$ cat src/rtl/nvram_pkg.sv
// Shared types and constants for the NVRAM upload responder.
package nvram_pkg;

    typedef enum logic [1:0] {
        IDLE,
        PAUSE,
        READY,
        FETCH
    } nvram_state_t;

    // Byte returned for reads past the end of the NVRAM image
    localparam logic [7:0] NVRAM_FILL = 8'hFF;

    // ioctl_index that selects the NVRAM file
    localparam logic [7:0] NVRAM_IDX = 8'd4;

endpackage

$ cat src/rtl/nvram_lat_pipe.sv
// Delay line for the NVRAM read strobe. Its last stage marks the cycle in which
// ram_q holds the requested byte. Clearing it drops a read that is in flight.
module nvram_lat_pipe #(
    parameter int RD_LAT = 1
) (
    input  logic clk,
    input  logic reset,
    input  logic clear,
    input  logic strobe,
    output logic capture
);

    logic [RD_LAT-1:0] stages;

    // Shift the read strobe along one stage per clock; an abort empties the line
    always_ff @(posedge clk or posedge reset) begin
        if (reset) begin
            stages <= '0;
        end else if (clear) begin
            stages <= '0;
        end else begin
            stages[0] <= strobe;
            for (int i = 1; i < RD_LAT; i++) begin
                stages[i] <= stages[i-1];
            end
        end
    end

    assign capture = stages[RD_LAT-1];

endmodule

$ cat src/rtl/nvram_upload.sv
// HPS ioctl upload responder. It serves ioctl_rd requests with NVRAM bytes while
// the game CPU is frozen. Optional feature macro: NVRAM_CHECKSUM_EN. When it is
// defined, a read at addr==SIZE returns a byte that makes the uploaded file sum
// to zero modulo 256.
module nvram_upload
    import nvram_pkg::*;
#(
    parameter int          AW     = 12,
    parameter int          SIZE   = 4096,
    parameter int          RD_LAT = 1,
    parameter logic [7:0]  IDX    = NVRAM_IDX
) (
    input  logic          clk_sys,
    input  logic          reset,
    input  logic          ioctl_upload,
    input  logic [7:0]    ioctl_index,
    input  logic          ioctl_rd,
    input  logic [24:0]   ioctl_addr,
    output logic [7:0]    ioctl_din,
    output logic          ioctl_wait,
    output logic          pause_req,
    input  logic          pause_ack,
    output logic [AW-1:0] ram_addr,
    output logic          ram_rd,
    input  logic [7:0]    ram_q,
    output logic          busy,
    output logic          done
);

    localparam logic [24:0] SIZE_ADDR = 25'(SIZE);

    nvram_state_t state, next_state;

    logic upload_q;
    logic upload_rise;
    logic upload_fall;
    logic in_range;
    logic rd_accept;
    logic start_fetch;
    logic out_of_range;
    logic capture;
    logic abort;
    logic fetch_done;
    logic reached;

    assign upload_rise  = ioctl_upload & ~upload_q;
    assign upload_fall  = ~ioctl_upload & upload_q;
    assign in_range     = ioctl_addr < SIZE_ADDR;
    assign rd_accept    = (state == READY) & pause_ack & ~upload_fall & ioctl_rd;
    assign start_fetch  = rd_accept & in_range;
    assign out_of_range = rd_accept & ~in_range;
    assign abort        = (state == FETCH) & (upload_fall | ~pause_ack);
    assign fetch_done   = (state == FETCH) & pause_ack & ~upload_fall & capture;

    nvram_lat_pipe #(
        .RD_LAT (RD_LAT)
    ) u_lat_pipe (
        .clk     (clk_sys),
        .reset   (reset),
        .clear   (abort),
        .strobe  (ram_rd),
        .capture (capture)
    );

    // State register plus the registered copy of ioctl_upload used for edge detection
    always_ff @(posedge clk_sys or posedge reset) begin
        if (reset) begin
            state    <= IDLE;
            upload_q <= 1'b0;
        end else begin
            state    <= next_state;
            upload_q <= ioctl_upload;
        end
    end

    // Next-state logic; the end of an upload session overrides everything else
    always_comb begin
        next_state = state;
        case (state)
            IDLE: begin
                if (upload_rise && (ioctl_index == IDX)) begin
                    next_state = PAUSE;
                end
            end
            PAUSE: begin
                if (pause_ack) begin
                    next_state = READY;
                end
            end
            READY: begin
                if (!pause_ack) begin
                    next_state = PAUSE;
                end else if (ioctl_rd && in_range) begin
                    next_state = FETCH;
                end
            end
            FETCH: begin
                if (!pause_ack) begin
                    next_state = PAUSE;
                end else if (capture) begin
                    next_state = READY;
                end
            end
            default: next_state = IDLE;
        endcase
        if (upload_fall && (state != IDLE)) begin
            next_state = IDLE;
        end
    end

    // Handshake outputs decoded from the state; wait releases as soon as the CPU acks
    always_comb begin
        busy       = (state != IDLE);
        pause_req  = (state != IDLE);
        ioctl_wait = ((state == PAUSE) && !pause_ack) || (state == FETCH);
    end

    // Read strobe/address, returned byte and session-complete pulse
    always_ff @(posedge clk_sys or posedge reset) begin
        if (reset) begin
            ram_rd    <= 1'b0;
            ram_addr  <= '0;
            ioctl_din <= 8'h00;
            done      <= 1'b0;
            reached   <= 1'b0;
        end else begin
            ram_rd <= start_fetch;
            if (start_fetch) begin
                ram_addr <= ioctl_addr[AW-1:0];
            end
            if (fetch_done) begin
                ioctl_din <= ram_q;
            end else if (out_of_range) begin
`ifdef NVRAM_CHECKSUM_EN
                if (ioctl_addr == SIZE_ADDR) begin
                    ioctl_din <= ~sum + 8'd1;
                end else begin
                    ioctl_din <= NVRAM_FILL;
                end
`else
                ioctl_din <= NVRAM_FILL;
`endif
            end
            done <= upload_fall & (reached | (state == READY) | (state == FETCH));
            if (state == IDLE) begin
                reached <= 1'b0;
            end else if (state == READY) begin
                reached <= 1'b1;
            end
        end
    end

`ifdef NVRAM_CHECKSUM_EN
    logic [7:0] sum;

    // Running modulo-256 sum of the in-range bytes handed to the HPS this session
    always_ff @(posedge clk_sys or posedge reset) begin
        if (reset) begin
            sum <= 8'h00;
        end else if ((state == IDLE) && (next_state == PAUSE)) begin
            sum <= 8'h00;
        end else if (fetch_done) begin
            sum <= sum + ram_q;
        end
    end
`endif

endmodule

$ cat config.mk
export PLATFORM = sky130hd
export DESIGN_NAME = nvram_upload
export DESIGN_NICKNAME = d
export VERILOG_FILES = /design/src/rtl/nvram_pkg.sv /design/src/rtl/nvram_lat_pipe.sv /design/src/rtl/nvram_upload.sv
export SDC_FILE = /design/constraint.sdc
export NUM_CORES = 1
export LEC_CHECK = 0
export ABC_AREA = 1
export CAP_MARGIN = 40
export CORE_MARGIN = 2
export CORE_UTILIZATION = 42
export DETAILED_ROUTE_END_ITERATION = 10
export GPL_TIMING_DRIVEN = 0
export HOLD_SLACK_MARGIN = 0.02
export PLACE_DENSITY_LB_ADDON = 0.08
export SYNTH_ARGS = -nofsm -noshare
export SYNTH_HDL_FRONTEND = slang
export SYNTH_SLANG_ARGS = --single-unit
$ cat constraint.sdc
create_clock -name clk_sys -period 3.1 [get_ports clk_sys]
set_input_delay 0.62 -clock clk_sys [delete_from_list [all_inputs] [get_ports clk_sys]]
set_output_delay 0.62 -clock clk_sys [all_outputs]
set_load 0.1 [all_outputs]
==> report_table.html <==
<table>
<tr><th>Metric</th><th>Value</th></tr>
<tr><th colspan="2">Die</th></tr>
<tr><td>Core Box Area</td><td>0.00308 sq mm</td></tr>
<tr><td>Full die area</td><td>0.00371 sq mm</td></tr>
<tr><td>Die boundary width</td><td>60.9 um</td></tr>
<tr><td>Chip Height</td><td>60.9 um</td></tr>
<tr><td>Number of placement rows</td><td>20</td></tr>
<tr><td>Starting density of the core</td><td>0.442</td></tr>
<tr><td>Boundary Pins</td><td>71</td></tr>
<tr><th colspan="2">CTS</th></tr>
<tr><td>Number of hold buffers added after cts</td><td>0</td></tr>
<tr><td>Number of H-tree levels</td><td>1</td></tr>
<tr><td>Clock tree sinks</td><td>27</td></tr>
<tr><td>Clock-pin slew on the worst setup and hold paths</td><td>0.13 ns</td></tr>
<tr><td>TritonCTS Buffers</td><td>3</td></tr>
<tr><td>Post-CTS setup-driven buffer insertion count</td><td>0</td></tr>
<tr><td>Max clock buf depth</td><td>2</td></tr>
<tr><td>CTS tree</td><td>built</td></tr>
<tr><td>Clk_lat worst skew</td><td>0.31 ns</td></tr>
<tr><td>Cell chosen for the clock root</td><td>clkbuf_4</td></tr>
<tr><td>Quantity of gates resized following cts</td><td>0</td></tr>
<tr><th colspan="2">Placement</th></tr>
<tr><td>Detailed-placement wirelength estimate</td><td>3060 um</td></tr>
<tr><td>Routability cong.</td><td>0.828</td></tr>
<tr><td>Count of buffers from port buffering</td><td>70</td></tr>
<tr><th colspan="2">Final layout</th></tr>
<tr><td>Nets</td><td>313</td></tr>
<tr><td>Layout filler cell count</td><td>188</td></tr>
<tr><td>Ratio of cells with drive above 1 in the final layout</td><td>0.184</td></tr>
<tr><td>Most frequent cells in the layout</td><td>clkdlybuf4s50_1, nand2_1, dfrtp_1</td></tr>
<tr><td>Antenna diode count</td><td>0</td></tr>
<tr><td>Most common cell after layout, fill and taps aside</td><td>clkdlybuf4s50_1</td></tr>
<tr><td>Area growth from synthesis to final layout</td><td>86.2%</td></tr>
<tr><th colspan="2">Flow run</th></tr>
<tr><td>Number of max-cap violations</td><td>0</td></tr>
<tr><th colspan="2">Global routing</th></tr>
<tr><td>Number of antenna violations at the first check in global routing</td><td>0</td></tr>
<tr><td>Maximum number of pins on one net before global-route repair</td><td>15</td></tr>
<tr><td>Congestion Overflow GR</td><td>0</td></tr>
<tr><td>Global-route wire length before repair</td><td>5980 um</td></tr>
<tr><td>Vias in the first global route</td><td>1436</td></tr>
<tr><td>Aggregate global-route resource usage</td><td>0.218</td></tr>
<tr><th colspan="2">Synthesis</th></tr>
<tr><td>Syn. warnings</td><td>0</td></tr>
<tr><td>Most area-consuming cells after synthesis</td><td>dfrtp_1, nand2_1, nor2_1</td></tr>
<tr><td>Synthesized instance count</td><td>166</td></tr>
<tr><td>Mapped Area</td><td>0.00136 sq mm</td></tr>
<tr><td>Syn_nets</td><td>212</td></tr>
<tr><td>Top-area cell type share of the netlist area</td><td>0.497</td></tr>
<tr><td>Flop and latch count out of synthesis</td><td>27</td></tr>
<tr><td>Sequential share of the synthesized area</td><td>0.497</td></tr>
<tr><td>Area leader, netlist</td><td>dfrtp_1</td></tr>
<tr><td>Netlist cell types</td><td>21</td></tr>
<tr><td>Average footprint of a synthesized cell</td><td>8.19 sq um</td></tr>
<tr><th colspan="2">Critical path</th></tr>
<tr><td>Launch point of the worst reg-to-reg path</td><td>upload_q</td></tr>
<tr><td>Critical Path Source</td><td>pause_ack</td></tr>
<tr><td>Type of the worst setup path</td><td>in -&gt; out</td></tr>
<tr><td>Critical path arrival</td><td>2.03 ns</td></tr>
<tr><td>Maximum fanout encountered on the critical timing path</td><td>4</td></tr>
<tr><td>Required arrival time at the worst endpoint</td><td>2.48 ns</td></tr>
<tr><td>CP Capture Type</td><td>output pin</td></tr>
<tr><td>Startpoint kind of the worst setup timing path</td><td>input port</td></tr>
<tr><th colspan="2">Hold path</th></tr>
<tr><td>Worst hold path type</td><td>reg -&gt; reg</td></tr>
<tr><td>Hold path start</td><td>ram_addr[9]</td></tr>
<tr><th colspan="2">Route</th></tr>
<tr><td>Total number of vias</td><td>1478</td></tr>
<tr><td>Routed length per instance</td><td>12.0 um</td></tr>
<tr><td>Mean number of vias per cell</td><td>4.77</td></tr>
<tr><td>Detailed-route wire length</td><td>3720 um</td></tr>
<tr><td>DRC violation count after routing</td><td>0</td></tr>
<tr><td>Number of routed nets with antenna violations</td><td>0</td></tr>
<tr><td>Count of routing violations after the opening detailed-route iteration</td><td>29</td></tr>
<tr><td>Number of iterations in the first detailed-routing pass</td><td>5</td></tr>
<tr><th colspan="2">Pwr</th></tr>
<tr><td>Total power of the final layout</td><td>0.00191 W</td></tr>
<tr><td>Proportion of power drawn by the clock network</td><td>0.078</td></tr>
<tr><td>Gate power share</td><td>0.674</td></tr>
<tr><td>Fraction of power consumed by sequential logic</td><td>0.248</td></tr>
<tr><td>Switch share</td><td>0.506</td></tr>
<tr><td>Power per cell area</td><td>754 mW/mm^2</td></tr>
<tr><td>Lkg Pwr</td><td>1.21 nW</td></tr>
<tr><td>Peak supply drop</td><td>0.775 mV</td></tr>
<tr><td>Switching power of the nets</td><td>0.000967 W</td></tr>
<tr><td>Internal power contribution</td><td>0.000943 W</td></tr>
<tr><th colspan="2">STA</th></tr>
<tr><td>Setup TNS after final layout</td><td>0 ns</td></tr>
<tr><td>Fmax</td><td>378 MHz</td></tr>
<tr><td>Final period demand of the worst path</td><td>2.65 ns</td></tr>
<tr><td>Share of the cycle needed by the critical path after routing</td><td>0.854</td></tr>
<tr><td>Worst slew margin</td><td>0.614</td></tr>
<tr><td>Final hold slack</td><td>0.497 ns</td></tr>
<tr><td>Pin slew with the least headroom to its limit</td><td>0.579 ns</td></tr>
<tr><td>Setup violation total in the final timing report</td><td>0</td></tr>
<tr><td>Final count of hold timing violations</td><td>0</td></tr>
<tr><td>Setup clock skew after layout</td><td>0.00480 ns</td></tr>
<tr><td>Number of max-slew violations in the final report</td><td>0</td></tr>
<tr><td>RSZ-0062 raised after global routing</td><td>false</td></tr>
<tr><th colspan="2">Outcome</th></tr>
<tr><td>Result of the run</td><td>finished clean</td></tr>
</table>
==> through the flow <==
stage               worst slack, ns  utilization  area [sq um]  instances
detailed placement            0.451        0.814          2510        306
global route                  0.400        0.823          2530        310
floorplan                     0.510            -          1360        166
CTS                           0.439        0.823          2530        310
finish                        0.451        0.823          2530        310
global placement             0.0385        0.687          2120        280
==> cell families (layout without fill, tap and decap cells) <==
family | Yosys count | in the layout | share of synthesized area
AOI/OAI and AO/OA | 17 | 17 | 0.0644
buffers and inverters | 15 | 115 | 0.0616
DFF | 27 | 27 | 0.497
and+or+nand+nor | 107 | 107 | 0.377
==> critical path, cell delays in order <==
cell	delay (ns)
clkdlybuf4s50_1	0.49
o21ai_1	0.18
clkdlybuf4s50_1	0.53
buf_8	0.20
==> metal layers <==
metal / global-route usage / vias to the layer above / routed length, um / share of wire
li1: - / 721 / - / -
met1: 0.247 / 683 / 1470 / 0.39
met2: 0.402 / 66 / 1990 / 0.53
met3: 0.0426 / 8 / 195 / 0.052
met4: 0.0807 / 0 / 65 / 0.017
met5: 0 / - / 0 / 0
==> registers in the layout, indices dropped and copies added, names as in the netlist <==
register	cells
reached	1
u_lat_pipe.capture	1
ram_addr	12
state	2
done	1
ram_rd	1
ioctl_din	8
upload_q	1
==> worst paths after layout <==
| check | cells past startpoint | endpoint | slack, ns |
|---|---|---|---|
| max reg2reg | 8 | ioctl_din[7] | 1.58 |
| max in group asynchronous | 3 | u_lat_pipe.capture | 1.97 |
| min | 2 | ram_addr[9] | 0.50 |
| max | 4 | ioctl_wait | 0.45 |
| min in group asynchronous | 2 | ram_addr[6] | 0.65 |
| min reg2reg | 2 | ram_addr[9] | 0.50 |
==> Yosys cell counts, drive strengths merged <==
| cell | count |
|---|---|
| a21oi | 2 |
| buf | 5 |
| dfrtp | 27 |
| inv | 10 |
| nand2 | 60 |
| nand3 | 13 |
| nand4 | 1 |
| nor2 | 24 |
| nor3 | 1 |
| o21a | 1 |
| o21ai | 14 |
| or2 | 8 |
==> area by class of cell <==
cell class              count  area, sq um  share of cell area
well taps                  44         55.1              0.0217
inverters                  10         37.5              0.0148
plain buffers               5         46.3              0.0183
clock buffers               4         26.3              0.0104
multi-input cells         124          601               0.237
repair buffers             96         1090               0.431
flip-flops and latches     27          676               0.267
==> power groups by stage <==
stage | combinational, W | sequential [W] | clock, W
3_5_place_dp | 0.00129 | 0.000481 | 0
3_3_place_gp | 0.00100 | 0.000475 | 0
6_report | 0.00129 | 0.000473 | 0.000149
5_1_grt | 0.00135 | 0.000483 | 0.000169
4_1_cts | 0.00129 | 0.000473 | 0.000152
2_1_floorplan | 0.000362 | 0.000877 | 0
Note: power is estimated with default switching activity, not from simulation.
